<file path="src/rtl/lock_pkg.sv">
// lock_pkg: shared definitions for the password-lock controller.
//   - lock_state_e : controller FSM states
//   - KEY_*        : decoded keypad codes with a control meaning
//   - is_digit     : true for key codes 0x0..0x9
package lock_pkg;

    typedef enum logic [2:0] {
        ENTRY  = 3'd0,
        CHECK  = 3'd1,
        FAIL   = 3'd2,
        OPEN   = 3'd3,
        ALARM  = 3'd4,
        SETNEW = 3'd5
    } lock_state_e;

    localparam logic [3:0] KEY_ENTER  = 4'hA;
    localparam logic [3:0] KEY_CLEAR  = 4'hB;
    localparam logic [3:0] KEY_CHANGE = 4'hC;
    localparam logic [3:0] KEY_LOCK   = 4'hF;

    function automatic logic is_digit(input logic [3:0] key);
        return (key <= 4'h9);
    endfunction

endpackage

</file>
<file path="src/rtl/key_edge_sync.sv">
// key_edge_sync: brings the asynchronous key_down level into the clk domain
// and turns each press into a single-cycle strobe with the key code captured.
//   clk       in  system clock
//   reset     in  asynchronous active-high reset
//   key_value in  decoded key code, stable while key_down=1
//   key_down  in  key held level (asynchronous)
//   key_stb   out one-cycle strobe, high 3 clk after key_down is first sampled
//   key_code  out key code captured with the strobe
module key_edge_sync (
    input  logic       clk,
    input  logic       reset,
    input  logic [3:0] key_value,
    input  logic       key_down,
    output logic       key_stb,
    output logic [3:0] key_code
);

    logic [1:0] sync_r;
    logic       level_r;
    logic       level_d_r;
    logic       key_stb_r;
    logic [3:0] key_code_r;
    logic       rise_s;

    // A rise is a synchronised level that was low one cycle earlier.
    assign rise_s = level_r & ~level_d_r;

    // Two-stage synchroniser, level history and registered strobe/code.
    always_ff @(posedge clk or posedge reset) begin
        if (reset) begin
            sync_r     <= 2'b00;
            level_r    <= 1'b0;
            level_d_r  <= 1'b0;
            key_stb_r  <= 1'b0;
            key_code_r <= 4'h0;
        end else begin
            sync_r    <= {sync_r[0], key_down};
            level_r   <= sync_r[1];
            level_d_r <= level_r;
            key_stb_r <= rise_s;
            if (rise_s) begin
                key_code_r <= key_value;
            end
        end
    end

    assign key_stb  = key_stb_r;
    assign key_code = key_code_r;

endmodule

</file>
<file path="src/rtl/lock_ctrl.sv">
// lock_ctrl: keypad password lock. Collects digits, compares them with the
// stored code, opens with timed auto-relock, counts consecutive failures and
// raises a timed alarm after MAX_FAIL wrong codes.
// Optional feature macro: LOCK_CODE_CHANGE_EN (CHANGE key in OPEN lets the
// user program a new code; without it the code is the constant DEFAULT_CODE).
//   clk       in  system clock
//   reset     in  asynchronous active-high reset
//   key_value in  decoded key code from the scanner
//   key_down  in  key held level (asynchronous)
//   unlock    out lock open
//   alarm     out alarm active
//   err       out one-cycle pulse on a rejected entry
//   digit_cnt out digits currently buffered
//   fail_cnt  out consecutive failures so far
module lock_ctrl
    import lock_pkg::*;
#(
    parameter int                      CODE_LEN     = 4,
    parameter logic [4*CODE_LEN-1:0]   DEFAULT_CODE = 16'h1234,
    parameter int                      MAX_FAIL     = 3,
    parameter int                      OPEN_CYC     = 50_000_000,
    parameter int                      ALARM_CYC    = 100_000_000
) (
    input  logic       clk,
    input  logic       reset,
    input  logic [3:0] key_value,
    input  logic       key_down,
    output logic       unlock,
    output logic       alarm,
    output logic       err,
    output logic [3:0] digit_cnt,
    output logic [2:0] fail_cnt
);

    localparam int BW   = 4 * CODE_LEN;
    localparam int TMAX = (OPEN_CYC > ALARM_CYC) ? OPEN_CYC : ALARM_CYC;
    localparam int TW   = $clog2(TMAX + 1);

    localparam logic [3:0]    LEN_C      = 4'(CODE_LEN);
    localparam logic [2:0]    MAX_FAIL_C = 3'(MAX_FAIL);
    // Timers are loaded with N-1 so the state lasts exactly N cycles.
    localparam logic [TW-1:0] OPEN_LD_C  = TW'(OPEN_CYC - 1);
    localparam logic [TW-1:0] ALARM_LD_C = TW'(ALARM_CYC - 1);

    logic          key_stb_s;
    logic [3:0]    key_code_s;

    lock_state_e   state_r, state_n;
    logic [BW-1:0] buf_r, buf_n;
    logic [3:0]    cnt_r, cnt_n;
    logic [2:0]    fail_r, fail_n;
    logic [TW-1:0] timer_r, timer_n;
    logic          err_n;
    logic          unlock_r, alarm_r, err_r;
    logic [BW-1:0] code_s;

`ifdef LOCK_CODE_CHANGE_EN
    logic [BW-1:0] code_r, code_n;
    assign code_s = code_r;
`else
    assign code_s = DEFAULT_CODE;
`endif

    key_edge_sync u_key_edge_sync (
        .clk       (clk),
        .reset     (reset),
        .key_value (key_value),
        .key_down  (key_down),
        .key_stb   (key_stb_s),
        .key_code  (key_code_s)
    );

    // Next-state, buffer, counter and timer logic.
    always_comb begin
        state_n = state_r;
        buf_n   = buf_r;
        cnt_n   = cnt_r;
        fail_n  = fail_r;
        timer_n = timer_r;
        err_n   = 1'b0;
`ifdef LOCK_CODE_CHANGE_EN
        code_n  = code_r;
`endif
        case (state_r)
            ENTRY: begin
                if (key_stb_s) begin
                    if (is_digit(key_code_s)) begin
                        // Digits beyond CODE_LEN are dropped; count saturates.
                        if (cnt_r < LEN_C) begin
                            buf_n      = buf_r << 3'd4;
                            buf_n[3:0] = key_code_s;
                            cnt_n      = cnt_r + 4'd1;
                        end else begin
                            buf_n = buf_r;
                        end
                    end else if (key_code_s == KEY_ENTER) begin
                        if (cnt_r == LEN_C) begin
                            state_n = CHECK;
                        end else begin
                            err_n = 1'b1;
                            buf_n = '0;
                            cnt_n = 4'd0;
                        end
                    end else if (key_code_s == KEY_CLEAR) begin
                        buf_n = '0;
                        cnt_n = 4'd0;
                    end else begin
                        state_n = ENTRY;
                    end
                end else begin
                    state_n = ENTRY;
                end
            end
            CHECK: begin
                buf_n = '0;
                cnt_n = 4'd0;
                if (buf_r == code_s) begin
                    state_n = OPEN;
                    fail_n  = 3'd0;
                    timer_n = OPEN_LD_C;
                end else if ((fail_r + 3'd1) == MAX_FAIL_C) begin
                    state_n = ALARM;
                    timer_n = ALARM_LD_C;
                end else begin
                    state_n = FAIL;
                    fail_n  = fail_r + 3'd1;
                    err_n   = 1'b1;
                end
            end
            FAIL: begin
                state_n = ENTRY;
            end
            OPEN: begin
                // Expiry wins over a key arriving in the same cycle.
                if (timer_r == '0) begin
                    state_n = ENTRY;
                end else begin
                    timer_n = timer_r - TW'(1);
                    if (key_stb_s && (key_code_s == KEY_LOCK)) begin
                        state_n = ENTRY;
                    end else if (key_stb_s && (key_code_s == KEY_CHANGE)) begin
`ifdef LOCK_CODE_CHANGE_EN
                        state_n = SETNEW;
                        timer_n = timer_r;
`else
                        state_n = OPEN;
`endif
                    end else begin
                        state_n = OPEN;
                    end
                end
            end
            ALARM: begin
                if (timer_r == '0) begin
                    state_n = ENTRY;
                    fail_n  = 3'd0;
                end else begin
                    timer_n = timer_r - TW'(1);
                end
            end
`ifdef LOCK_CODE_CHANGE_EN
            SETNEW: begin
                // Timer stays frozen while a new code is being typed.
                if (key_stb_s) begin
                    if (is_digit(key_code_s)) begin
                        if (cnt_r < LEN_C) begin
                            buf_n      = buf_r << 3'd4;
                            buf_n[3:0] = key_code_s;
                            cnt_n      = cnt_r + 4'd1;
                        end else begin
                            buf_n = buf_r;
                        end
                    end else if (key_code_s == KEY_ENTER) begin
                        buf_n = '0;
                        cnt_n = 4'd0;
                        if (cnt_r == LEN_C) begin
                            code_n  = buf_r;
                            state_n = OPEN;
                            timer_n = OPEN_LD_C;
                        end else begin
                            err_n = 1'b1;
                        end
                    end else if (key_code_s == KEY_CLEAR) begin
                        buf_n   = '0;
                        cnt_n   = 4'd0;
                        state_n = OPEN;
                    end else begin
                        state_n = SETNEW;
                    end
                end else begin
                    state_n = SETNEW;
                end
            end
`endif
            default: begin
                state_n = ENTRY;
                buf_n   = '0;
                cnt_n   = 4'd0;
            end
        endcase
    end

    // State, datapath and registered outputs.
    always_ff @(posedge clk or posedge reset) begin
        if (reset) begin
            state_r  <= ENTRY;
            buf_r    <= '0;
            cnt_r    <= 4'd0;
            fail_r   <= 3'd0;
            timer_r  <= '0;
            unlock_r <= 1'b0;
            alarm_r  <= 1'b0;
            err_r    <= 1'b0;
`ifdef LOCK_CODE_CHANGE_EN
            code_r   <= DEFAULT_CODE;
`endif
        end else begin
            state_r  <= state_n;
            buf_r    <= buf_n;
            cnt_r    <= cnt_n;
            fail_r   <= fail_n;
            timer_r  <= timer_n;
            unlock_r <= (state_n == OPEN) || (state_n == SETNEW);
            alarm_r  <= (state_n == ALARM);
            err_r    <= err_n;
`ifdef LOCK_CODE_CHANGE_EN
            code_r   <= code_n;
`endif
        end
    end

    assign unlock    = unlock_r;
    assign alarm     = alarm_r;
    assign err       = err_r;
    assign digit_cnt = cnt_r;
    assign fail_cnt  = fail_r;

endmodule

</file>
<file path="config.mk">
export PLATFORM = sky130hd
export DESIGN_NAME = lock_ctrl
export DESIGN_NICKNAME = d
export VERILOG_FILES = /design/src/rtl/lock_pkg.sv /design/src/rtl/key_edge_sync.sv /design/src/rtl/lock_ctrl.sv
export SDC_FILE = /design/constraint.sdc
export NUM_CORES = 1
export LEC_CHECK = 0
export ABC_AREA = 1
export CAP_MARGIN = 0
export CORE_ASPECT_RATIO = 0.9
export CORE_MARGIN = 5
export CORE_UTILIZATION = 40
export DETAILED_ROUTE_END_ITERATION = 6
export PLACE_DENSITY = 0.68
export RECOVER_POWER = 50
export SLEW_MARGIN = 20
export SYNTH_ARGS = -nofsm -noshare
export SYNTH_HDL_FRONTEND = slang
export SYNTH_HIERARCHICAL = 1
export SYNTH_SLANG_ARGS = --single-unit
</file>
<file path="constraint.sdc">
create_clock -name clk -period 2.5 [get_ports clk]
set_clock_uncertainty 0.15 [all_clocks]
set_input_delay 0.25 -clock clk [delete_from_list [all_inputs] [get_ports clk]]
set_output_delay 0.25 -clock clk [all_outputs]
set_load 0.05 [all_outputs]
</file>
# ---- Word-level counts from Yosys, hierarchy flattened
# Cells that the tools add are included.
dict set report word_totals {
  output_inout_bits 10
  register_bits 65
}
dict set report classes {
  n_lt_le_gt_ge 2
  reduce_logical 11
  mux 40
  eq_ne 21
  add_sub_neg 3
  bitwise_logic 3
}
# cell n
set ops {}
lappend ops {{$mux W16} 6}
lappend ops {{$mux W27} 3}
lappend ops {{$pmux W27 S2} 1}
lappend ops {{$mux W3} 11}
lappend ops {{$pmux W16 S2} 1}
lappend ops {{$logic_not A27 Y1} 1}
lappend ops {{$sub A27 B1 Y27 const B} 1}
lappend ops {{$mux W4} 6}
lappend ops {{$eq A16 B13 Y1 const B} 1}
lappend ops {{$eq A3 B2 Y1 const B} 4}
lappend ops {{$eq A4 B4 Y1 const B} 3}
lappend ops {{$pmux W3 S4} 1}
lappend ops {{$eq A3 B3 Y1 const B} 3}
lappend ops {{$ne A3 B3 Y1 const B} 3}
lappend ops {{$ne A4 B4 Y1 const B} 2}
lappend ops {{$pmux W4 S2} 1}
lappend ops {{$mux W1} 6}
lappend ops {{$pmux W3 S2} 1}
lappend ops {{$reduce_and A3 Y1} 2}
lappend ops {{$reduce_and A5 Y1} 1}
lappend ops {{$add A4 B1 Y4 const B} 1}
lappend ops {{$eq A4 B3 Y1 const B} 1}
lappend ops {{$le A4 B4 Y1 const B} 1}
lappend ops {{$lt A4 B3 Y1 const B} 1}
lappend ops {{other kinds (14)} 18}

# ---- Longest topological paths before layout
dict set report depth {
  ltp_word 8
  ltp_mapped 13
  mapped_depth_nobuf 12
}

# ---- Modules after synthesis
# The synthesis kept the hierarchy.
# module seq_area_each_um2 instances cells_per_inst area_per_inst_um2
set by_module_without_submodules {}
lappend by_module_without_submodules {lock_ctrl 1401.3 1 467 3424.5}
lappend by_module_without_submodules {key_edge_sync 225.2 1 25 292.8}

# ---- Worst setup path after synthesis
# OpenSTA, ideal clock, no wires.
dict set report synth_timing {
  kind {reg2reg}
  startpoint {register fail_r[1] (netlist: fail_cnt[1])}
  endpoint {register timer_r[16]}
  period_less_slack_ns 2.069
  setup_slack_ns 0.431
  path_stages_with_launch 14
  arrival_ns 1.803
  setup_time_ns 0.117
  t_required_ns 2.233
  path_cell_list {dfrtp_1 -> ha_1 -> inv_1 -> nand2_1 -> nand3_1 -> nand2_1 -> inv_2 -> nand2_2 -> nand2_4 -> nor2_8 -> buf_6 -> nand2_2 -> nand2_1 -> nand2_1}
}
dict set report synth_between {
  elab_chain_cells 4
}
# item line_no
set synth_lines {}
lappend synth_lines {{start, declared} lock_ctrl.sv:51} ;# logic [2:0] fail_r, fail_n;
lappend synth_lines {{start signal, assigned} lock_ctrl.sv:221} ;# fail_r <= fail_n;
lappend synth_lines {{$add A3 B1 Y3} lock_ctrl.sv:121} ;# end else if ((fail_r + 3'd1) == MAX_FAIL_C) begin
lappend synth_lines {{$eq A3 B2 Y1} lock_ctrl.sv:121}
lappend synth_lines {{$ne A3 B3 Y1 (no source line)} --}
lappend synth_lines {{$reduce_and A3 Y1 (no source line)} --}
lappend synth_lines {{end signal, assigned} lock_ctrl.sv:222} ;# timer_r <= timer_n;
lappend synth_lines {{end, declared} lock_ctrl.sv:52} ;# logic [TW-1:0] timer_r, timer_n;
# Every way passes these cells.
# A chain may end at the register's enable or synchronous reset.

# ---- Worst setup path after layout
dict set report layout_timing {
  startpoint {register fail_r[0] (netlist: fail_cnt[0])}
  endpoint {register timer_r[16]}
}
# The elaborated chain is that of the path after synthesis.

==> impl_metrics.yaml <==
cts:
  tritoncts: "yes"
  clk_path_buf_depth: 2
  ctsHoldBuffers: 0
  clk_pin_slew_ps: 70
  cts_buffers: 9
  insertion_delay_ps: 350
  cts_htree_levels: 3
  cts_sinks: 65
  root_buffer: "clkbuf_8"
  cts-resized-gates: 0
  post_cts_buffers: 0
timing:
  max_slew.worst_pin.slew_ps: 1050
  final.min_clock_period_ps: 2090
  slew_viol_final: 0
  final.period_utilization: 0.835
  fin_tns_setup_ps: 0
  slew_headroom: 0.302
  rsz0062_at_grt: "no"
  final_hold_viol_count: 0
  setup_violations: 0
  max_freq_ghz: 0.479
logic_synthesis:
  synthTopCellsByCount: "175 x nand2_1, 65 x dfrtp_1, 62 x nor2_1, 49 x nand3_1, 37 x inv_1"
  synth_top_cell_by_area: "dfrtp_1"
  yosysWarningCount: 6
  yosysMostFrequentCell: "nand2_1"
  synth-edff-count: 0
  synth_top_area_share: 0.438
  syn_area_sq_um: 3720
  ys_seq_area_frac: 0.438
  synth_nets: 505
  ys.flop_type: "dfrtp_1"
  yosysUniqueCellTypes: 33
  async_reset_ff_frac: 1.00
  ys_ff_latch: 65
  syn_inst: 492
  avgSynthCellArea_sq_um: 7.56
  synth_top_cells_by_area: "dfrtp_1 44%, nand2_1 18%, nand3_1 6.6%"
pwr:
  combPwrFrac: 0.460
  p_leak_nw: 2.24
  peakVddDrop_mv: 0.454
  p_int_mw: 2.45
  pwr-share-clk: 0.205
  power_switching_mw: 1.90
  power.density_nw_per_um2: 1040
  pwr-share-seq: 0.335
  p_sw_frac: 0.436
floorplan:
  die_area_sq_um: 11300
  die_h_microns: 101
  initial_core_util: 0.409
  core_area_sq_um: 9080
  io_pins: 17
  core.rowCount: 33
  die_w_microns: 112
placed_design:
  place_hpwl_mm: 5.89
  place_congestion: 0.899
  numPortBuffers: 16
detailed_routing:
  drt_iter0_drc: 218
  vias_per_cell: 4.94
  drc: 0
  wl_per_cell_microns: 12.6
  drt_wl_total_mm: 8.04
  vias: 3158
  drtPass1Iterations: 7
  drtAntennaViolNets: 0
global_route:
  grt_remaining_overflow: 0
  met2_usage: 0.234
  grt_pass1_wl_mm: 14.3
  top_usage_layer: "met2"
  grt.met1_usage: 0.225
  grt_antenna_before_repair: 0
  track_usage: 0.157
  grt_max_degree: 34
  grt_use_met3: 0.0299
  first_global_vias: 2940
hold_path:
  hold_path.class: "input pin to asynchronous set/reset pin"
worst_setup_path:
  cpMaxStageDelayCell: "dfrtp_1"
  worst-setup-path-type: "flip-flop to flip-flop"
  end_kind: "flip-flop"
  max_stage_delay_ps: 410
  crit_chain: "ha_1 -> nand2_1 -> nand3_1 -> nand2_1 -> inv_2 -> nand2_2 -> nand2_4 -> nor2_8 -> buf_12 -> nand2_2 -> nand2_1 -> nand2_1"
  cp-start-kind: "flip-flop"
  cp_max_fo: 23
  crit_top_cell: "nand2_1"
  crit_arrival_ps: 2170
  critical_path.top_delay_family: "simple AND/OR/NAND/NOR gates"
  crit_required_ps: 2590
  path_buf_inv: 2
finish:
  postLayoutCoreUtil: 0.461
  syn2layout_area_growth_pct: 12.6
  fillCellCount: 897
  drive_above_1_share: 0.112
  final_nets: 526
  antenna_cells: 0
  seqCellArea_sq_um: 1630
  multi_input_area_sq_um: 1830
outcome:
  status: "finished clean"
flow_run:
  drv_cap: 0
[cell type report]
| class | instances | area share |
|---|---|---|
| repair buffers | 20 | 0.0514 |
| inverters | 43 | 0.0397 |
| clock inverters | 5 | 0.0134 |
| well taps | 122 | 0.0365 |
| multi-input cells | 374 | 0.438 |
| flip-flops and latches | 65 | 0.389 |
| clock buffers | 10 | 0.0329 |
[placed cells by master, fill, tap and decap left out, drive strengths merged]
master	n
a21boi	2
a21o	1
a21oi	4
buf	4
bufinv	1
clkbuf	10
clkdlybuf4s50	14
clkinv	3
clkinvlp	1
dfrtp	65
dlygate4sd3	2
ha	6
inv	43
nand2	183
nand3	51
nand3b	1
nand4	10
nor2	72
nor2b	1
nor3	2
o21ai	29
o31ai	1
xnor2	3
xor2	8
[metrics by stage]
stage          setup WS (ps)  power (mW)  hold WS [ps]  std cells  area (sq um)
2_1_floorplan            431        3.04         -72.1        492          3720
3_3_place_gp             486        3.40           185        624          4000
3_5_place_dp             418        3.45           198        624          4000
4_1_cts                  405        4.37          48.1        639          4190
5_1_grt                  215        4.71           206        639          4190
6_report                 412        4.35           161        639          4190
[power groups by stage]
| stage | Clock (mW) | Sequential, mW | Combinational [mW] |
|---|---|---|---|
| after detailed placement | 0 | 1.47 | 1.99 |
| after global routing | 0.969 | 1.49 | 2.26 |
| final | 0.892 | 1.45 | 2.00 |
| after CTS | 0.920 | 1.45 | 2.00 |
| after floorplan | 0 | 1.51 | 1.53 |
| after global placement | 0 | 1.46 | 1.94 |
[state kept, by name (all words and copies together), names as in the netlist]
name and cells:
u_key_edge_sync/key_stb 1, u_key_edge_sync/sync_r 2, u_key_edge_sync/level_r 1, digit_cnt 4, alarm 1, fail_cnt 3
u_key_edge_sync/key_code 4, err 1, unlock 1, timer_r 27, u_key_edge_sync/level_d_r 1, buf_r 16
state_r 3
[path summary, 6_finish.rpt]
path / from / endpoint / slack, ps / cells past startpoint
setup / recovery: fail_cnt[0] / timer_r[16] / 410 / 12
hold / removal: reset / u_key_edge_sync/sync_r[0] / 160 / 2
setup reg to reg: fail_cnt[0] / timer_r[16] / 410 / 12
hold reg to reg: u_key_edge_sync/sync_r[1] / u_key_edge_sync/level_r / 200 / 0
max in group asynchronous: reset / timer_r[17] / 1020 / 3
min in group clk: u_key_edge_sync/sync_r[1] / u_key_edge_sync/level_r / 200 / 0
[metal layers]
metal / up-vias / routed length [microns] / part of all wire
li1: 1602 / - / -
met1: 1452 / 3940 / 0.49
met2: 93 / 3500 / 0.44
met3: 11 / 475 / 0.059
met4: 0 / 127 / 0.016
met5: - / 0 / 0
[cell families after synthesis]
logic type | Yosys count | share of synthesized area
AND/OR/NAND/NOR | 320 | 0.382
flip-flops | 65 | 0.438
buffers and inverters | 53 | 0.0690
AO/OA/AOI/OAI | 37 | 0.0656
XOR/XNOR | 11 | 0.0259
adder cells (fa/ha/maj) | 6 | 0.0202
No activity file was read; power rests on OpenSTA's default activity.
